**config.mk**
```make
export PLATFORM = sky130hd
export DESIGN_NAME = instr_sequencer
export DESIGN_NICKNAME = d
export VERILOG_FILES = /design/src/rtl/seq_pkg.sv /design/src/rtl/seq_wait_timer.sv /design/src/rtl/instr_sequencer.sv
export SDC_FILE = /design/constraint.sdc
export NUM_CORES = 1
export LEC_CHECK = 0
export CORE_ASPECT_RATIO = 0.7
export CORE_MARGIN = 2
export CORE_UTILIZATION = 40
export DETAILED_ROUTE_END_ITERATION = 8
export GPL_TIMING_DRIVEN = 0
export PLACE_DENSITY = 0.76
export SETUP_SLACK_MARGIN = 0.3
export SYNTH_ARGS = -nofsm -noshare
export SYNTH_HDL_FRONTEND = slang
export SYNTH_SLANG_ARGS = --single-unit
```
**constraint.sdc**
```tcl
create_clock -name clk -period 1.8 [get_ports clk]
set_clock_uncertainty 0.2 [all_clocks]
set_input_delay 0.27 -clock clk [delete_from_list [all_inputs] [get_ports clk]]
set_output_delay 0.27 -clock clk [all_outputs]
set_load 0.05 [all_outputs]
```
**src/rtl/seq_pkg.sv**
```systemverilog
// Shared types and constants for the instruction sequencer.
// State encoding, opcode map, legality check and trap causes.
package seq_pkg;

  typedef enum logic [2:0] {
    IDLE,
    FETCH,
    DECODE,
    EXEC,
    MEM,
    WB,
    TRAP
  } state_e;

  localparam logic [5:0] OP_LD     = 6'h18;
  localparam logic [5:0] OP_ST     = 6'h19;
  localparam logic [5:0] OP_JMP    = 6'h1B;
  localparam logic [5:0] OP_BEQ    = 6'h1C;
  localparam logic [5:0] OP_BNE    = 6'h1D;
  localparam logic [5:0] OP_LDR    = 6'h1F;
  localparam logic [5:0] OP_ADD    = 6'h20;
  localparam logic [5:0] OP_SUB    = 6'h21;
  localparam logic [5:0] OP_MUL    = 6'h22;
  localparam logic [5:0] OP_CMPEQ  = 6'h24;
  localparam logic [5:0] OP_CMPLT  = 6'h25;
  localparam logic [5:0] OP_CMPLE  = 6'h26;
  localparam logic [5:0] OP_AND    = 6'h28;
  localparam logic [5:0] OP_OR     = 6'h29;
  localparam logic [5:0] OP_XOR    = 6'h2A;
  localparam logic [5:0] OP_SHL    = 6'h2C;
  localparam logic [5:0] OP_SHR    = 6'h2D;
  localparam logic [5:0] OP_SRA    = 6'h2E;
  localparam logic [5:0] OP_ADDC   = 6'h30;
  localparam logic [5:0] OP_SUBC   = 6'h31;
  localparam logic [5:0] OP_MULC   = 6'h32;
  localparam logic [5:0] OP_CMPEQC = 6'h34;
  localparam logic [5:0] OP_CMPLTC = 6'h35;
  localparam logic [5:0] OP_CMPLEC = 6'h36;
  localparam logic [5:0] OP_ANDC   = 6'h38;
  localparam logic [5:0] OP_ORC    = 6'h39;
  localparam logic [5:0] OP_XORC   = 6'h3A;
  localparam logic [5:0] OP_SHLC   = 6'h3C;
  localparam logic [5:0] OP_SHRC   = 6'h3D;
  localparam logic [5:0] OP_SRAC   = 6'h3E;

  localparam logic [1:0] TC_NONE    = 2'b00;
  localparam logic [1:0] TC_ILLEGAL = 2'b01;
  localparam logic [1:0] TC_IMEM_TO = 2'b10;
  localparam logic [1:0] TC_DMEM_TO = 2'b11;

  function automatic logic op_legal(
    input logic [5:0] op
  );
    unique case (op)
      OP_LD, OP_ST, OP_JMP, OP_BEQ,
      OP_BNE, OP_LDR,
      OP_ADD, OP_SUB, OP_MUL,
      OP_CMPEQ, OP_CMPLT, OP_CMPLE,
      OP_AND, OP_OR, OP_XOR,
      OP_SHL, OP_SHR, OP_SRA,
      OP_ADDC, OP_SUBC, OP_MULC,
      OP_CMPEQC, OP_CMPLTC, OP_CMPLEC,
      OP_ANDC, OP_ORC, OP_XORC,
      OP_SHLC, OP_SHRC, OP_SRAC:
        op_legal = 1'b1;
      default:
        op_legal = 1'b0;
    endcase
  endfunction

endpackage

```
**src/rtl/seq_wait_timer.sv**
```systemverilog
// Handshake wait counter shared by instruction fetch and data access.
// Flags timeout on the last cycle an ack may still be accepted.
module seq_wait_timer #(
  parameter int TIMEOUT = 16,
  parameter int TW      = 5
) (
  input  logic clk,
  input  logic rst_n,
  input  logic clr,
  input  logic en,
  output logic timeout
);

  logic [TW-1:0] cnt_q;
  logic [TW-1:0] cnt_d;

  assign timeout = (cnt_q == TW'(TIMEOUT - 1));

  // Clear outside a request, count each waiting cycle.
  always_comb begin
    cnt_d = cnt_q;
    if (clr) begin
      cnt_d = '0;
    end else if (en && !timeout) begin
      cnt_d = cnt_q + 1'b1;
    end
  end

  // Counter register.
  always_ff @(posedge clk or negedge rst_n) begin
    if (!rst_n) begin
      cnt_q <= '0;
    end else begin
      cnt_q <= cnt_d;
    end
  end

endmodule

```
**src/rtl/instr_sequencer.sv**
```systemverilog
// Multi-cycle FETCH/DECODE/EXEC/MEM/WB sequencer with bus-timeout traps.
// Define PERF_CNT_EN to add the cycle_cnt and instret counters.
module instr_sequencer
  import seq_pkg::*;
#(
  parameter int XLEN    = 32,
  parameter int TIMEOUT = 16,
  parameter int TW      = 5
) (
  input  logic            clk,
  input  logic            rst_n,
  input  logic            run,
  output logic            imem_req,
  input  logic            imem_ack,
  input  logic [XLEN-1:0] imem_rdata,
  output logic [XLEN-1:0] ir,
  input  logic            moe,
  input  logic            mwr,
  input  logic            werf,
  output logic            dmem_req,
  output logic            dmem_we,
  input  logic            dmem_ack,
  output logic            rf_we,
  output logic            pc_en,
  output logic            busy,
  output logic            trap,
`ifdef PERF_CNT_EN
  output logic [31:0]     cycle_cnt,
  output logic [31:0]     instret,
`endif
  output logic [1:0]      trap_cause
);

  state_e          state_q, state_d;
  logic [XLEN-1:0] ir_q, ir_d;
  logic            mwr_q, mwr_d;
  logic            werf_q, werf_d;
  logic            trap_q, trap_d;
  logic [1:0]      cause_q, cause_d;
  logic            wait_clr;
  logic            wait_en;
  logic            wait_to;

  assign wait_clr = !((state_q == FETCH) ||
                      (state_q == MEM));
  assign wait_en  = ((state_q == FETCH) && !imem_ack) ||
                    ((state_q == MEM) && !dmem_ack);

  seq_wait_timer #(
    .TIMEOUT(TIMEOUT),
    .TW     (TW)
  ) u_wait (
    .clk    (clk),
    .rst_n  (rst_n),
    .clr    (wait_clr),
    .en     (wait_en),
    .timeout(wait_to)
  );

  // Next-state, instruction capture and trap bookkeeping.
  always_comb begin
    state_d = state_q;
    ir_d    = ir_q;
    mwr_d   = mwr_q;
    werf_d  = werf_q;
    trap_d  = trap_q;
    cause_d = cause_q;
    unique case (state_q)
      IDLE: begin
        if (run) state_d = FETCH;
      end
      FETCH: begin
        if (imem_ack) begin
          ir_d    = imem_rdata;
          state_d = DECODE;
        end else if (wait_to) begin
          state_d = TRAP;
          trap_d  = 1'b1;
          cause_d = TC_IMEM_TO;
        end
      end
      DECODE: begin
        if (!op_legal(ir_q[XLEN-1 -: 6])) begin
          state_d = TRAP;
          trap_d  = 1'b1;
          cause_d = TC_ILLEGAL;
        end else begin
          state_d = EXEC;
        end
      end
      EXEC: begin
        mwr_d   = mwr;
        werf_d  = werf;
        state_d = (moe || mwr) ? MEM : WB;
      end
      MEM: begin
        if (dmem_ack) begin
          state_d = WB;
        end else if (wait_to) begin
          state_d = TRAP;
          trap_d  = 1'b1;
          cause_d = TC_DMEM_TO;
        end
      end
      WB: begin
        state_d = run ? FETCH : IDLE;
      end
      TRAP: begin
        state_d = TRAP;
      end
      default: begin
        state_d = IDLE;
      end
    endcase
  end

  // Sequencer state registers.
  always_ff @(posedge clk or negedge rst_n) begin
    if (!rst_n) begin
      state_q <= IDLE;
      ir_q    <= '0;
      mwr_q   <= 1'b0;
      werf_q  <= 1'b0;
      trap_q  <= 1'b0;
      cause_q <= TC_NONE;
    end else begin
      state_q <= state_d;
      ir_q    <= ir_d;
      mwr_q   <= mwr_d;
      werf_q  <= werf_d;
      trap_q  <= trap_d;
      cause_q <= cause_d;
    end
  end

  assign imem_req   = (state_q == FETCH);
  assign dmem_req   = (state_q == MEM);
  assign dmem_we    = (state_q == MEM) && mwr_q;
  assign rf_we      = (state_q == WB) && werf_q;
  assign pc_en      = (state_q == WB);
  assign busy       = (state_q != IDLE) &&
                      (state_q != TRAP);
  assign ir         = ir_q;
  assign trap       = trap_q;
  assign trap_cause = cause_q;

`ifdef PERF_CNT_EN
  logic [31:0] cyc_q, cyc_d;
  logic [31:0] ret_q, ret_d;

  // Busy-cycle and retired-instruction counts.
  always_comb begin
    cyc_d = cyc_q;
    ret_d = ret_q;
    if (busy)  cyc_d = cyc_q + 32'd1;
    if (pc_en) ret_d = ret_q + 32'd1;
  end

  // Performance counter registers.
  always_ff @(posedge clk or negedge rst_n) begin
    if (!rst_n) begin
      cyc_q <= '0;
      ret_q <= '0;
    end else begin
      cyc_q <= cyc_d;
      ret_q <= ret_d;
    end
  end

  assign cycle_cnt = cyc_q;
  assign instret   = ret_q;
`endif

endmodule

```
Word level (Yosys, flattened, before mapping). Memory sizes are Yosys's and may differ from the RTL's. Index checks and enable logic that the tools add are counted.

Bits in registers: 45. Memory bits (read-only): 64. Bits of input ports: 40. Word-level logic and storage cells: 64. Memories kept: 1.

Add/subtract/negate cells: 1. Eq/ne operators: 15. Mux-type cells: 22. Reductions and logical operators: 18.

Memory list: (no name shown) (words 64, bits a word 1, read ports 1, clocked after memory_dff 0, write ports 0, line seq_pkg.sv:54) `unique case (op)`.

Operators with widths (count): $pmux 3 s7 (1); $mux 3 (5); $mux 2 (5); $mux 5 (2); $eq 3x3->1 const B (3); $ne 2x2->1 const B (4); $mux 1 (7); $eq 3x2->1 const B (2); $logic_and 1x1->1 (6); $ne 2x1->1 const B (3); $pmux 2 s3 (1); $reduce_and 6->1 (1); $reduce_bool 3->1 (2); $add 5x1->5 const B (1); $eq 5x4->1 const B (1); $reduce_and 4->1 (1); $eq 3x1->1 const B (1); $logic_not 1->1 (3); $logic_not 3->1 (1); $logic_or 1x1->1 (3); $ne 3x3->1 const B (1); $pmux 1 s3 (1); $reduce_and 2->1 (1).

Logic depth before layout (Yosys ltp). Gate-level depths: netlist of run 1.

Depth in word-level cells: 6. Mapped depth: 7. Depth with buffers taken out: 7.

By module. Synthesis of run 1 repeated with hierarchy kept, for this count alone.

Cell total of the unflattened synthesis: 153. Area total of the unflattened synthesis: 2000.7 um^2.

By module, submodules not included: instr_sequencer (times used 1, cells each 130, area an instance 1740.4 um^2, sequential area each 1001.0 um^2); seq_wait_timer (times used 1, cells each 23, area an instance 260.2 um^2, sequential area each 125.1 um^2).

Least setup slack after synthesis of run 1. Ideal clock, no wire load.

Path type: reg2out. Start point: register state_q[0]. End point: output dmem_we. Data arrival time: 2.535 ns. Data required time: 1.330 ns. Slack: -1.205 ns. Cell stages (with the launch flop): 5. Buffers on the path: 2. Cells stage by stage: dfrtp_1 buf_6 buf_2 nor3b_1 and2_1.

Word-level cells in the longest chain between the ends: 2.

Ends and longest elaborated chain: start, declared (line instr_sequencer.sv:34) `state_e state_q, state_d;`; start signal, assigned (line instr_sequencer.sv:127) `state_q <= state_d;`; $eq 3x3->1; via dmem_req (line instr_sequencer.sv:20) `output logic dmem_req,`; $logic_and 1x1->1 (line instr_sequencer.sv:138) `assign dmem_we = (state_q == MEM) && mwr_q;`; end, declared (line instr_sequencer.sv:21) `output logic dmem_we,`.

The timed path passes the listed nets, and every way through them passes these cells.

Worst setup path in the final report of run 1.
Start point: register u_wait.cnt_q[0]. End point: register cause_q[0], in the netlist trap_cause[0].

Word-level cells in the longest chain between the ends: 3. Elaborated cells between the ends (all ways): 4. Those cells by class: eq/ne: 3; reduce/logical: 1.

Ends and longest elaborated chain: start, declared (line seq_wait_timer.sv:14) `logic [TW-1:0] cnt_q;`; start signal, assigned (line seq_wait_timer.sv:34) `cnt_q <= cnt_d;`; $eq 5x4->1 * (line seq_wait_timer.sv:17) `assign timeout = (cnt_q == TW'(TIMEOUT - 1));`; $ne 2x1->1 (no source line); $reduce_and 6->1 (no source line) *; end signal, assigned (line instr_sequencer.sv:132) `cause_q <= cause_d;`; end, declared (line instr_sequencer.sv:39) `logic [1:0] cause_q, cause_d;`.

Mark *: on every way between the ends. The rest lies on a longest branch, timed or not. A chain may end at the register's enable or synchronous reset.

==> metrics.txt, run 1 <==
cell area after synthesis=2180 um2; Worst VDD drop=0.00119 V; Clk Latency, worst-skew pair=0.30 ns; # IOs=81; Mapped Cells=158; first-iteration detailed-routing DRC count=52; Yosys cell types=40; Clock Tree Buf Depth=2; R2R depth=7; Setup TNS Final=-1.88 ns; Synth Area per Inst=13.8 um2; compound-gate portion of the synthesized area=0.0788; Die W=92.2 um; Final #Nets=325; Syn Nets=201; CP max stage delay=0.40 ns; share of the synthesized area in the top cell type=0.518; Core ar.=5230 um2; cell row count=22; Power Density=2070 nW/um2; Clock Sinks=45; Crit Path Max Fanout=3; routed via count=1773; slew margin rel.=0.709; leading area contributor after synthesis=dfrtp_1; Post-DP Area=3170 um2; Die Ht=65.7 um; Post-synth ARST share=1.00; #FFs+latches synth=45; CTS tree=yes; synthesis warning total=0; Worst Slack Setup Final=-0.139 ns; clock power share=0.080; largest family of logic cells by synthesized area=multiplexers; post-synthesis mux area share=0.228; r2r endpoint=trap_cause[0]; Clk pin slew, worst setup/hold paths=0.08 ns; number of routed nets with antenna violations=0; Crit Path Category=reg -> reg; slew at the pin closest to its max-slew limit=0.432 ns; unrepaired setup endpoints after global routing=true; switching power=3560 uW; die area=6050 um2; antenna cells=0; Worst Hold Class=in -> async; status=finished, violations left; internal power=4050 uW; Routed WL per cell=16.4 um; crit-path cells=ha_2 -> and3_4 -> ha_4 -> nor4b_4 -> a21oi_2 -> and3_1 -> o32a_1; share of layout cells above drive strength 1=0.576; post-synthesis sequential area ratio=0.518; largest cells by area after synthesis=dfrtp_1 (52%), mux2_4 (21%), buf_6 (2.6%), mux2_2 (2.1%), ha_1 (1.7%); combinational fraction of design power=0.683; Layout Cells excl Fill=355; crit path max-delay cell type=dfrtp_1; startpoint types=flop; vias per cell=4.99; Post-synth EDFFs=0; Residual DRC=0; Tmin final=1.94 ns; GRT Resource Usage Total=0.183; GR Overflow Total=0; Area Overhead vs Synth=68.8%; FILL cells=357; Fin. Hold Viols=0; Hold Slack=0.174 ns; crit share post-route=1.08; Reg power frac=0.238; Final Cell Area=3670 um2; Initial DRT Pass Iterations=5; first-pass GRT wire length=8570 um; Post-Synth Adder-Cell Area=0.0173; reg2reg start=u_wait.cnt_q[0]; dominant synthesized flop cell=dfrtp_1; simple-gate share of the synthesized area=0.102; routability cong.=0.837; routed wire length=5820 um; Arrival @ worst endpoint=1.93 ns; Sw Share=0.468; largest net degree at the start of global routing=35; XOR/XNOR share of the synthesized area=0.0121; fmax=516 MHz; LEAKAGE=0.00167 uW; placed insts=311; Worst EP required=1.79 ns; Worst R2R Setup Slack=-0.14 ns; Final setup viols=40; maxcap violations=0; initial antenna violation count=0; failing checks=setup timing; total CTS buffers=5; Starting Density=0.416; max-slew violation count=0; root buffer cell=clkbuf_8; hpwl dp=3380 um; PortBufs=80; crit end category=flop; number of global-route vias before repair=1764; H-tree depth=2
flip-flops by register name (all words and copies together) (netlist names):
| signal | flops |
|---|---|
| state_q | 3 |
| ir | 32 |
| trap | 1 |
| werf_q | 1 |
| mwr_q | 1 |
| trap_cause | 2 |
| u_wait.cnt_q | 5 |
layout make-up:
type                       count  area, um2  share of cell area
buffer                         9        154              0.0419
tap                           72       90.1              0.0245
clock inverter                 2       10.0             0.00273
sequential                    45       1130               0.308
timing repair buffer         117       1040               0.283
multi-input combinational     99       1160               0.315
clock buffer                   6       72.6              0.0198
inverter                       5       18.8             0.00511
cells in the final DEF (no fill, tap or decap), types with 2 or more instances in the layout:
| cell type | instances |
|---|---|
| nand2b_1 | 2 |
| clkinv_2 | 2 |
| clkdlybuf4s50_1 | 38 |
| and3_4 | 2 |
| mux2_4 | 34 |
| nor3b_4 | 2 |
| buf_2 | 36 |
| buf_4 | 21 |
| buf_8 | 7 |
| o21ai_2 | 3 |
| and2_4 | 3 |
| o211ai_1 | 4 |
| dfrtp_2 | 3 |
| o21ai_1 | 2 |
| nand3_1 | 2 |
| nand3_2 | 4 |
| buf_12 | 5 |
| nor3b_2 | 2 |
| inv_1 | 5 |
| a31oi_1 | 2 |
| buf_6 | 14 |
| ha_4 | 2 |
| clkbuf_8 | 5 |
| nor4b_1 | 2 |
| nor2b_4 | 2 |
| a21oi_1 | 2 |
| o31ai_1 | 2 |
| dfrtp_1 | 42 |
| clkbuf_16 | 3 |
metal layers:
metal | GRT usage | share of wire
met1 | 0.239 | 0.43
met2 | 0.296 | 0.48
met3 | 0.0550 | 0.072
met4 | 0.0578 | 0.010
met5 | 0 | 0
cell usage after synthesis, types with 2 or more instances:
| cell | count |
|---|---|
| o211ai_1 | 4 |
| and2_1 | 2 |
| buf_2 | 2 |
| o31ai_1 | 2 |
| nand3_1 | 6 |
| nand2b_1 | 3 |
| nor3b_1 | 3 |
| mux2_2 | 4 |
| a21oi_1 | 3 |
| nor4b_1 | 3 |
| xnor2_1 | 2 |
| dfrtp_1 | 45 |
| ha_1 | 3 |
| inv_1 | 5 |
| a31oi_1 | 2 |
| and3_1 | 3 |
| nor2b_4 | 2 |
| mux2_4 | 30 |
| nand2_1 | 2 |
| o21ai_0 | 6 |
| buf_6 | 5 |
| nor2_1 | 3 |
metrics by stage:
stage	setup WS [ns]	power, uW	util
final	-0.139	7610	0.702
after global routing	-0.201	7950	0.702
after CTS	-0.100	7390	0.680
after detailed placement	-0.567	6270	0.607
after global placement	-1.10	6220	0.604
after floorplan	-0.214	4970	-
cell families (layout without fill, tap and decap cells):
group,count (synthesis),after routing
XOR/XNOR,3,3
flip-flops,45,45
AND/OR/NAND/NOR,33,33
adder cells (fa/ha/maj),3,3
multiplexers,34,34
buffers and inverters,14,139
AO/OA/AOI/OAI,26,26
power by group through the flow:
stage	clock network [uW]	logic (uW)	registers, uW
floorplan	0	1760	3210
global placement	0	4400	1820
detailed placement	0	4450	1820
CTS	615	4980	1800
global route	664	5420	1870
finish	605	5190	1810
repair_timing:
action / 4_1_cts / 5_1_grt
buffers inserted: 27 / 5
endpoints found under the hold margin: 45 / 0
setup endpoints to repair: 86 / 57
hold buffers: 1 / 0
pin swaps: 16 / 12
gates resized for setup: 253 / 29
gates cloned: 1 / 2
critical path: cells and delay by family (launching register included):
| kind | cells | cell delay, ns |
|---|---|---|
| AND/OR/NAND/NOR | 3 | 0.63 |
| flip-flops | 1 | 0.40 |
| adder cells (fa/ha/maj) | 2 | 0.37 |
| AO/OA/AOI/OAI | 2 | 0.22 |
worst max path at each step:
stage / start / to / slack [ns] / depth (start not counted)
5_1_grt: u_wait.cnt_q[0] / trap_cause[0] / -0.20 / 7
3_5_place_dp: state_q[0] / dmem_we / -0.57 / 5
2_1_floorplan: state_q[0] / ir[10] / -0.21 / 7
6_report: u_wait.cnt_q[0] / trap_cause[0] / -0.14 / 7
4_1_cts: state_q[0] / dmem_we / -0.10 / 5
3_3_place_gp: rst_n / ir[31] / -1.10 / 1
Power figures use the tool's default switching activity.
==> run 2: changes to the inputs <==
--- a/config.mk
+++ b/config.mk
@@ -12,6 +12,7 @@
 export GPL_TIMING_DRIVEN = 0
 export PLACE_DENSITY = 0.76
 export SETUP_SLACK_MARGIN = 0.3
+export SLEW_MARGIN = 20
 export SYNTH_ARGS = -nofsm -noshare
 export SYNTH_HDL_FRONTEND = slang
 export SYNTH_SLANG_ARGS = --single-unit
==> run 2 against run 1 <==
Against the previous run: the flow still finishes with violations (setup timing); design area hardly changed; die area unchanged; highest routed layer unchanged; global-route usage up 0.092 points; core utilization hardly changed; critical endpoint is now ir[8]; critical path type unchanged; sequential share of layout area hardly changed.
==> metrics.txt, run 2 (synthesis gave the netlist of run 1 again) <==
Final setup viols=42 (was 40); failing checks=setup timing (unchanged); Clock Sinks=45 (unchanged); Worst Slack Setup Final=-0.0918 ns (was -0.139 ns); Sw Share=0.469 (was 0.468); max reg flops=32 (unchanged); Reg power frac=0.239 (was 0.238); first-pass GRT wire length=8710 um (was 8570 um); Initial DRT Pass Iterations=4 (was 5); Worst Hold Class=in -> async (unchanged); number of global-route vias before repair=1779 (was 1764); combinational fraction of design power=0.681 (was 0.683); FILL cells=391 (was 357); slew at the pin closest to its max-slew limit=0.493 ns (was 0.432 ns); die area=6050 um2 (unchanged); Worst EP required=1.78 ns (was 1.79 ns); # IOs=81 (unchanged); hpwl dp=3410 um (was 3380 um); leading cell types in the layout, fill and taps excluded=dfrtp_1 (42), clkdlybuf4s50_1 (38), buf_2 (36) (unchanged); root buffer cell=clkbuf_8 (unchanged); cell row count=22 (unchanged); vias per cell=4.95 (was 4.99); Core ar.=5230 um2 (unchanged); fmax=529 MHz (was 516 MHz); Worst VDD drop=0.00114 V (was 0.00119 V); CTS tree=yes (unchanged); GRT Resource Usage Total=0.184 (was 0.183); max-slew violation count=0 (unchanged); routed via count=1741 (was 1773); Crit Path Category=reg -> reg (unchanged); Final Util=0.702 (about the same); Area Overhead vs Synth=68.7% (was 68.8%); unrepaired setup endpoints after global routing=true (unchanged); Clk Latency, worst-skew pair=0.30 ns (about the same); routability cong.=0.837 (unchanged); maxcap violations=0 (unchanged); Starting Density=0.416 (unchanged); initial antenna violation count=0 (unchanged); crit share post-route=1.05 (was 1.08); switching power=3530 uW (was 3560 uW); crit end category=flop (unchanged); Residual DRC=0 (unchanged); share of layout cells above drive strength 1=0.579 (was 0.576); Arrival @ worst endpoint=1.87 ns (was 1.93 ns); internal power=3990 uW (was 4050 uW); Tmin final=1.89 ns (was 1.94 ns); PortBufs=80 (unchanged); routed wire length=5520 um (was 5820 um); first-iteration detailed-routing DRC count=73 (was 52); Fin. Hold Viols=0 (unchanged); Power Density=2050 nW/um2 (was 2070 nW/um2); total CTS buffers=5 (unchanged); Final #Nets=322 (was 325); status=finished, violations left (unchanged); Setup TNS Final=-2.49 ns (was -1.88 ns); clock power share=0.080 (about the same); H-tree depth=2 (unchanged); GR Overflow Total=0 (unchanged); Clk pin slew, worst setup/hold paths=0.08 ns (about the same); Clock Tree Buf Depth=2 (unchanged); Routed WL per cell=15.7 um (was 16.4 um); LEAKAGE=0.00165 uW (was 0.00167 uW); startpoint types=flop (unchanged); largest net degree at the start of global routing=29 (was 35); slew margin rel.=0.668 (was 0.709); commonest non-fill, non-tap cell in the layout=dfrtp_1 (unchanged); antenna cells=0 (unchanged); number of routed nets with antenna violations=0 (unchanged); Die W=92.2 um (unchanged); Crit Path Max Fanout=7 (was 3); Die Ht=65.7 um (unchanged)
## run 2: changes by cell type in the layout (fill, tap and decap cells not counted), moves of 2 or more
cell | before | now
nor4b_2 | 0 | 2
nor4b_1 | 2 | 0
nand3_1 | 2 | 4
nand3_2 | 4 | 2
nor3b_2 | 2 | 0
buf_6 | 14 | 12
nor3b_4 | 2 | 4
## run 2: stage by stage
stage	area, um2	std cells	hold slack (ns)	power (uW)	setup WS (ns)
5_1_grt	3670	352	0.293	7880	-0.146
3_3_place_gp	3160	310	0.251	6220	-1.10
4_1_cts	3540	342	0.258	7340	-0.102
6_report	3670	352	0.244	7520	-0.0918
3_5_place_dp	3170	311	0.0356	6270	-0.566
2_1_floorplan	2270	158	-0.226	4970	-0.214
## run 2: final timing paths
check | startpoint | to | slack (ns) | depth (start not counted)
setup / recovery | state_q[1] | ir[8] | -0.09 | 6
hold / removal | rst_n | ir[25] | 0.24 | 2
setup reg to reg | state_q[1] | ir[8] | -0.09 | 6
hold reg to reg | trap | trap | 0.28 | 1
max in group asynchronous | rst_n | ir[31] | 0.66 | 3
min in group clk | trap | trap | 0.28 | 1
## run 2: timing repair
item / 4_1_cts / 5_1_grt
pin swaps: 16 / 15
hold endpoints to repair: 17 / 0
buffers inserted: 20 / 8
setup endpoints to repair: 86 / 57
resized for setup: 256 / 26
hold buffers: 1 / 0
cloned: 2 / 2
## run 2: final cells by class
| class | count | area, um2 | area share |
|---|---|---|---|
| Tap cell | 72 | 90.1 | 0.0245 |
| Multi-Input combinational cell | 100 | 1200 | 0.327 |
| Clock inverter | 2 | 10.0 | 0.00273 |
| Sequential cell | 45 | 1130 | 0.308 |
| Inverter | 5 | 18.8 | 0.00511 |
| Timing Repair Buffer | 113 | 998 | 0.272 |
| Clock buffer | 6 | 72.6 | 0.0198 |
| Buffer | 9 | 150 | 0.0409 |
## run 2: power by group through the flow
stage | logic, uW | clock network [uW] | registers [uW]
after floorplan | 1760 | 0 | 3210
after global placement | 4400 | 0 | 1820
after detailed placement | 4450 | 0 | 1820
after CTS | 4920 | 617 | 1800
after global routing | 5350 | 664 | 1860
final | 5120 | 600 | 1800
## run 2: routing by layer
metal,GRT usage,vias up,part of all wire
met3,0.0619,4,0.069
li1,-,817,-
met5,0,-,0
met2,0.299,72,0.48
met4,0.0354,0,0.0045
met1,0.244,848,0.45
## run 2: worst max-delay path: stages (launching register included)
cell	delay, ns
dfrtp_2	0.47
nor2b_4	0.18
nor2b_4	0.17
and2_4	0.16
buf_12	0.15
clkbuf_16	0.16
mux2_4	0.30
==> run 3: changes to the inputs <==
--- a/config.mk
+++ b/config.mk
@@ -5,7 +5,7 @@
 export SDC_FILE = /design/constraint.sdc
 export NUM_CORES = 1
 export LEC_CHECK = 0
-export CORE_ASPECT_RATIO = 0.7
+export CORE_ASPECT_RATIO = 1.2
 export CORE_MARGIN = 2
 export CORE_UTILIZATION = 40
 export DETAILED_ROUTE_END_ITERATION = 8
==> run 3 against run 2 <==
Against the previous run: the run still ends with setup timing left; via count unchanged; first-iteration DRC count up 23%; non-clock buffer count down 1; critical path type unchanged.
==> metrics.txt, run 3 (synthesis gave the netlist of run 1 again) <==
number of routed nets with antenna violations=0 (unchanged); Worst Slack Setup Final=-0.127 ns (was -0.0918 ns); Crit Path Category=reg -> reg (unchanged); Layout Cells excl Fill=341 (was 352); failing checks=setup timing (unchanged); Die Ht=84.8 um (was 65.7 um); Post-DP Area=3170 um2 (about the same); first-pass GRT wire length=9010 um (was 8710 um); Starting Density=0.414 (was 0.416); CP dominant cell by count=nor2b_4 (unchanged); number of global-route vias before repair=1844 (was 1779); commonest non-fill, non-tap cell in the layout=dfrtp_1 (unchanged); cell row count=29 (was 22); Clock Sinks=45 (unchanged); share of layout cells above drive strength 1=0.545 (was 0.579); placed insts=301 (was 311); Crit Path Max Fanout=8 (was 7); Residual DRC=0 (unchanged); fmax=519 MHz (was 529 MHz); first-iteration detailed-routing DRC count=90 (was 73); hpwl dp=3490 um (was 3410 um); routed wire length=5590 um (was 5520 um); LEAKAGE=0.00165 uW (about the same); maxcap violations=0 (unchanged); crit end category=flop (unchanged); antenna cells=0 (unchanged); crit-path cells=nor2b_4 -> nor2b_4 -> and2_4 -> buf_12 -> clkbuf_16 -> mux2_4 (unchanged); Die W=71.3 um (was 92.2 um); routability cong.=0.780 (was 0.837); max reg flops=32 (unchanged); Clk Latency, worst-skew pair=0.30 ns (about the same); Worst Hold Class=reg -> reg (was in -> async); Final Cell Area=3620 um2 (was 3670 um2); Power Density=2080 nW/um2 (was 2050 nW/um2); PortBufs=80 (unchanged); unrepaired setup endpoints after global routing=true (unchanged); slew at the pin closest to its max-slew limit=0.586 ns (was 0.493 ns); Worst EP required=1.78 ns (about the same); # IOs=81 (unchanged); die area=6050 um2 (about the same); Final Util=0.688 (was 0.702); GR Overflow Total=0 (unchanged); Area Overhead vs Synth=66.5% (was 68.7%); Fin. Hold Viols=0 (unchanged); GRT Resource Usage Total=0.188 (was 0.184); largest net degree at the start of global routing=24 (was 29); Tmin final=1.93 ns (was 1.89 ns); Core ar.=5260 um2 (was 5230 um2); status=finished, violations left (unchanged); Hold Slack=0.270 ns (was 0.244 ns); root buffer cell=clkbuf_8 (unchanged); startpoint types=flop (unchanged); routed via count=1741 (unchanged); leading cell types in the layout, fill and taps excluded=dfrtp_1 (43), clkdlybuf4s50_1 (38), buf_2 (36) (was dfrtp_1 (42), clkdlybuf4s50_1 (38), buf_2 (36)); crit path max-delay cell type=dfrtp_2 (unchanged); total CTS buffers=5 (unchanged); Clock Tree Buf Depth=2 (unchanged); Final #Nets=321 (was 322); crit share post-route=1.07 (was 1.05); slew margin rel.=0.609 (was 0.668); Worst VDD drop=0.00114 V (about the same); CTS tree=yes (unchanged); Initial DRT Pass Iterations=4 (unchanged); Final setup viols=40 (was 42); initial antenna violation count=0 (unchanged); max-slew violation count=0 (unchanged); Routed WL per cell=16.4 um (was 15.7 um); vias per cell=5.11 (was 4.95); CP max stage delay=0.48 ns (was 0.47 ns); Clk pin slew, worst setup/hold paths=0.09 ns (was 0.08 ns); Arrival @ worst endpoint=1.91 ns (was 1.87 ns); H-tree depth=2 (unchanged)
## run 3: layout make-up
cell class | count | area, um2
fill | 388 | 1640
timing repair buffer | 112 | 1000
multi-input combinational | 100 | 1160
tap | 62 | 77.6
clock buffer | 7 | 76.3
buffer | 9 | 154
inverter | 5 | 18.8
clock inverter | 1 | 7.51
sequential | 45 | 1130
## run 3: final timing paths
path / slack, ns / depth (start not counted) / from / to
max in group asynchronous: 0.58 / 3 / rst_n / ir[5]
worst min register to register: 0.27 / 1 / trap / trap
worst max register to register: -0.13 / 6 / state_q[1] / ir[17]
worst max-delay path: -0.13 / 6 / state_q[1] / ir[17]
worst min-delay path: 0.27 / 1 / trap / trap
min in group asynchronous: 0.30 / 2 / rst_n / u_wait.cnt_q[4]
## run 3: per-stage QoR
step | setup TNS (ns) | worst slack, ns | total power (uW)
after global placement | -52.54 | -1.14 | 6220
final | -3.51 | -0.127 | 7520
after floorplan | -6.88 | -0.214 | 4970
after detailed placement | -8.52 | -0.570 | 6280
after CTS | -1.84 | -0.0988 | 7270
after global routing | -5.15 | -0.152 | 7880
## run 3: where the power goes
part,switching [uW],internal (uW)
logic,2880,2240
registers,290,1500
clock network,340,275
## run 3: metal layers
metal,share of wire,up-vias,global-route usage
met5,0,-,0
met4,0.025,0,0.0669
met3,0.043,15,0.0396
met2,0.53,53,0.319
met1,0.40,860,0.234
li1,-,813,-
## run 3: repair_timing
item / 4_1_cts / 5_1_grt
endpoints found under the setup margin: 86 / 54
pin swaps: 17 / 11
setup buffers: 21 / 6
resized for setup: 254 / 20
endpoints found under the hold margin: 22 / 0
hold buffers: 1 / 0
gates cloned: 1 / 3
## run 3: worst max-delay path, delay by kind of cell, from the launching register on
family | cells | cell delay [ns]
DFF | 1 | 0.48
buffers and inverters | 2 | 0.30
muxes | 1 | 0.30
and+or+nand+nor | 3 | 0.52
==> RTL edit, RTL diff (flow settings as in run 3) <==
`TW` is set to 5 in 2 places; all go to 4.
--- a/src/rtl/seq_wait_timer.sv
+++ b/src/rtl/seq_wait_timer.sv
@@ -3,5 +3,5 @@
 module seq_wait_timer #(
   parameter int TIMEOUT = 16,
-  parameter int TW      = 5
+  parameter int TW      = 4
 ) (
   input  logic clk,
--- a/src/rtl/instr_sequencer.sv
+++ b/src/rtl/instr_sequencer.sv
@@ -6,5 +6,5 @@
   parameter int XLEN    = 32,
   parameter int TIMEOUT = 16,
-  parameter int TW      = 5
+  parameter int TW      = 4
 ) (
   input  logic            clk,
Function: no difference found for any inputs over 10 cycles, from zero or initial values and one cycle with rst_n low; that may be too few to reach the edited logic, so the function may still have changed.
==> RTL edit against run 3 <==
- the flow still finishes with violations (setup timing)
- non-clock buffer count shrank 12
- maximum frequency is 5.3% higher
- cell area shrank 6.9%
- worst setup slack better by 0.096 ns
- global-route usage down 1.9 points
- highest routed layer unchanged
- sequential cell count fell by 1
- synthesized area fell by 2.7%
- total power is 3.4% lower
- routed wire length decreased by 5.9%
==> RTL edit: results (changes against run 3) <==
[place]
dp.cells = 288  ; -4.3%
gp_congestion = 0.7903  ; +1.3%
post-place-ws_ns = -0.5580  ; +0.01249 ns
hpwl_um = 3278  ; -6.0%

[global_routing]
gr-usage-met2_pct = 28.39  ; -3.5 points
grt_pass1_vias = 1640  ; -11%
grt_max_degree = 27  ; +13%

[outcome]
outcome = complete, but fails checks
violations = setup timing

[route]
drt_iter0_markers = 41  ; -54%
wl_met2_um = 2690  ; -9.9%
wirelength_um = 5260  ; -5.9%
firstDrtPassIters = 2  ; -2
vias_per_cell = 5.000  ; -2.1%

[yosys]
synthAdderAreaFrac_pct = 0.5910  ; -1.1 points
yosys-top-cells-area = dfrtp_1, mux2_4, buf_12, nor2_1, buf_6
ys_types = 42  ; +5.0%
syn_nets = 186  ; -7.5%
postSynthCellCount = 145  ; -8.2%
muxShareOfSynthArea_pct = 24.41  ; +1.6 points
seq_area_frac_synth_pct = 52.01  ; +0.26 points

[cts]
cts_resized = 221  ; -13%

[final_layout]
fill_cells = 413  ; +6.4%
layoutNonFillerInstCount = 316  ; -7.3%

[setup_path]
endpoint = rf_we
path_delay_family = buffers and inverters
critical_path_class = reg2out

[power_and_ir_drop]
powerComb_mw = 4.72  ; -7.8%
switching_power_mw = 3.389  ; -3.5%
peakVddDrop_v = 0.0009657  ; -15%

[sta]
max_slew_margin_pct = 68.34  ; +7.4 points
fin_ws_ns = -0.03059  ; +0.09641 ns
finalSetupViolations = 19  ; -53%

[min_path]
worstHoldPathType = in2async

## RTL edit: cell count changes in the layout (fill, tap and decap cells not counted), moves of 3 or more
cell | run 3 | this run
nor2_1 | 2 | 9
buf_4 | 17 | 11
nand3_1 | 6 | 1
buf_6 | 13 | 9
buf_8 | 7 | 4
inv_1 | 5 | 2
nor2_4 | 1 | 4
o21ai_2 | 4 | 1
## RTL edit: layout make-up
class	instances	area [sq um]	area share, %
Tap cell	62	77.57	2.300
Buffer	8	138.9	4.117
Clock buffer	6	82.58	2.448
Clock inverter	2	38.79	1.150
Timing Repair Buffer	101	880.8	26.11
Sequential cell	44	1105	32.75
Multi-Input combinational cell	91	1042	30.90
Inverter	2	7.507	0.2226
## RTL edit: kinds of logic after synthesis
family          count (synthesis)
flops                          44
mux                            36
simple gates                   31
compound gates                 20
buf+inv                        10
xor+xnor                        3
fa+ha+maj                       1
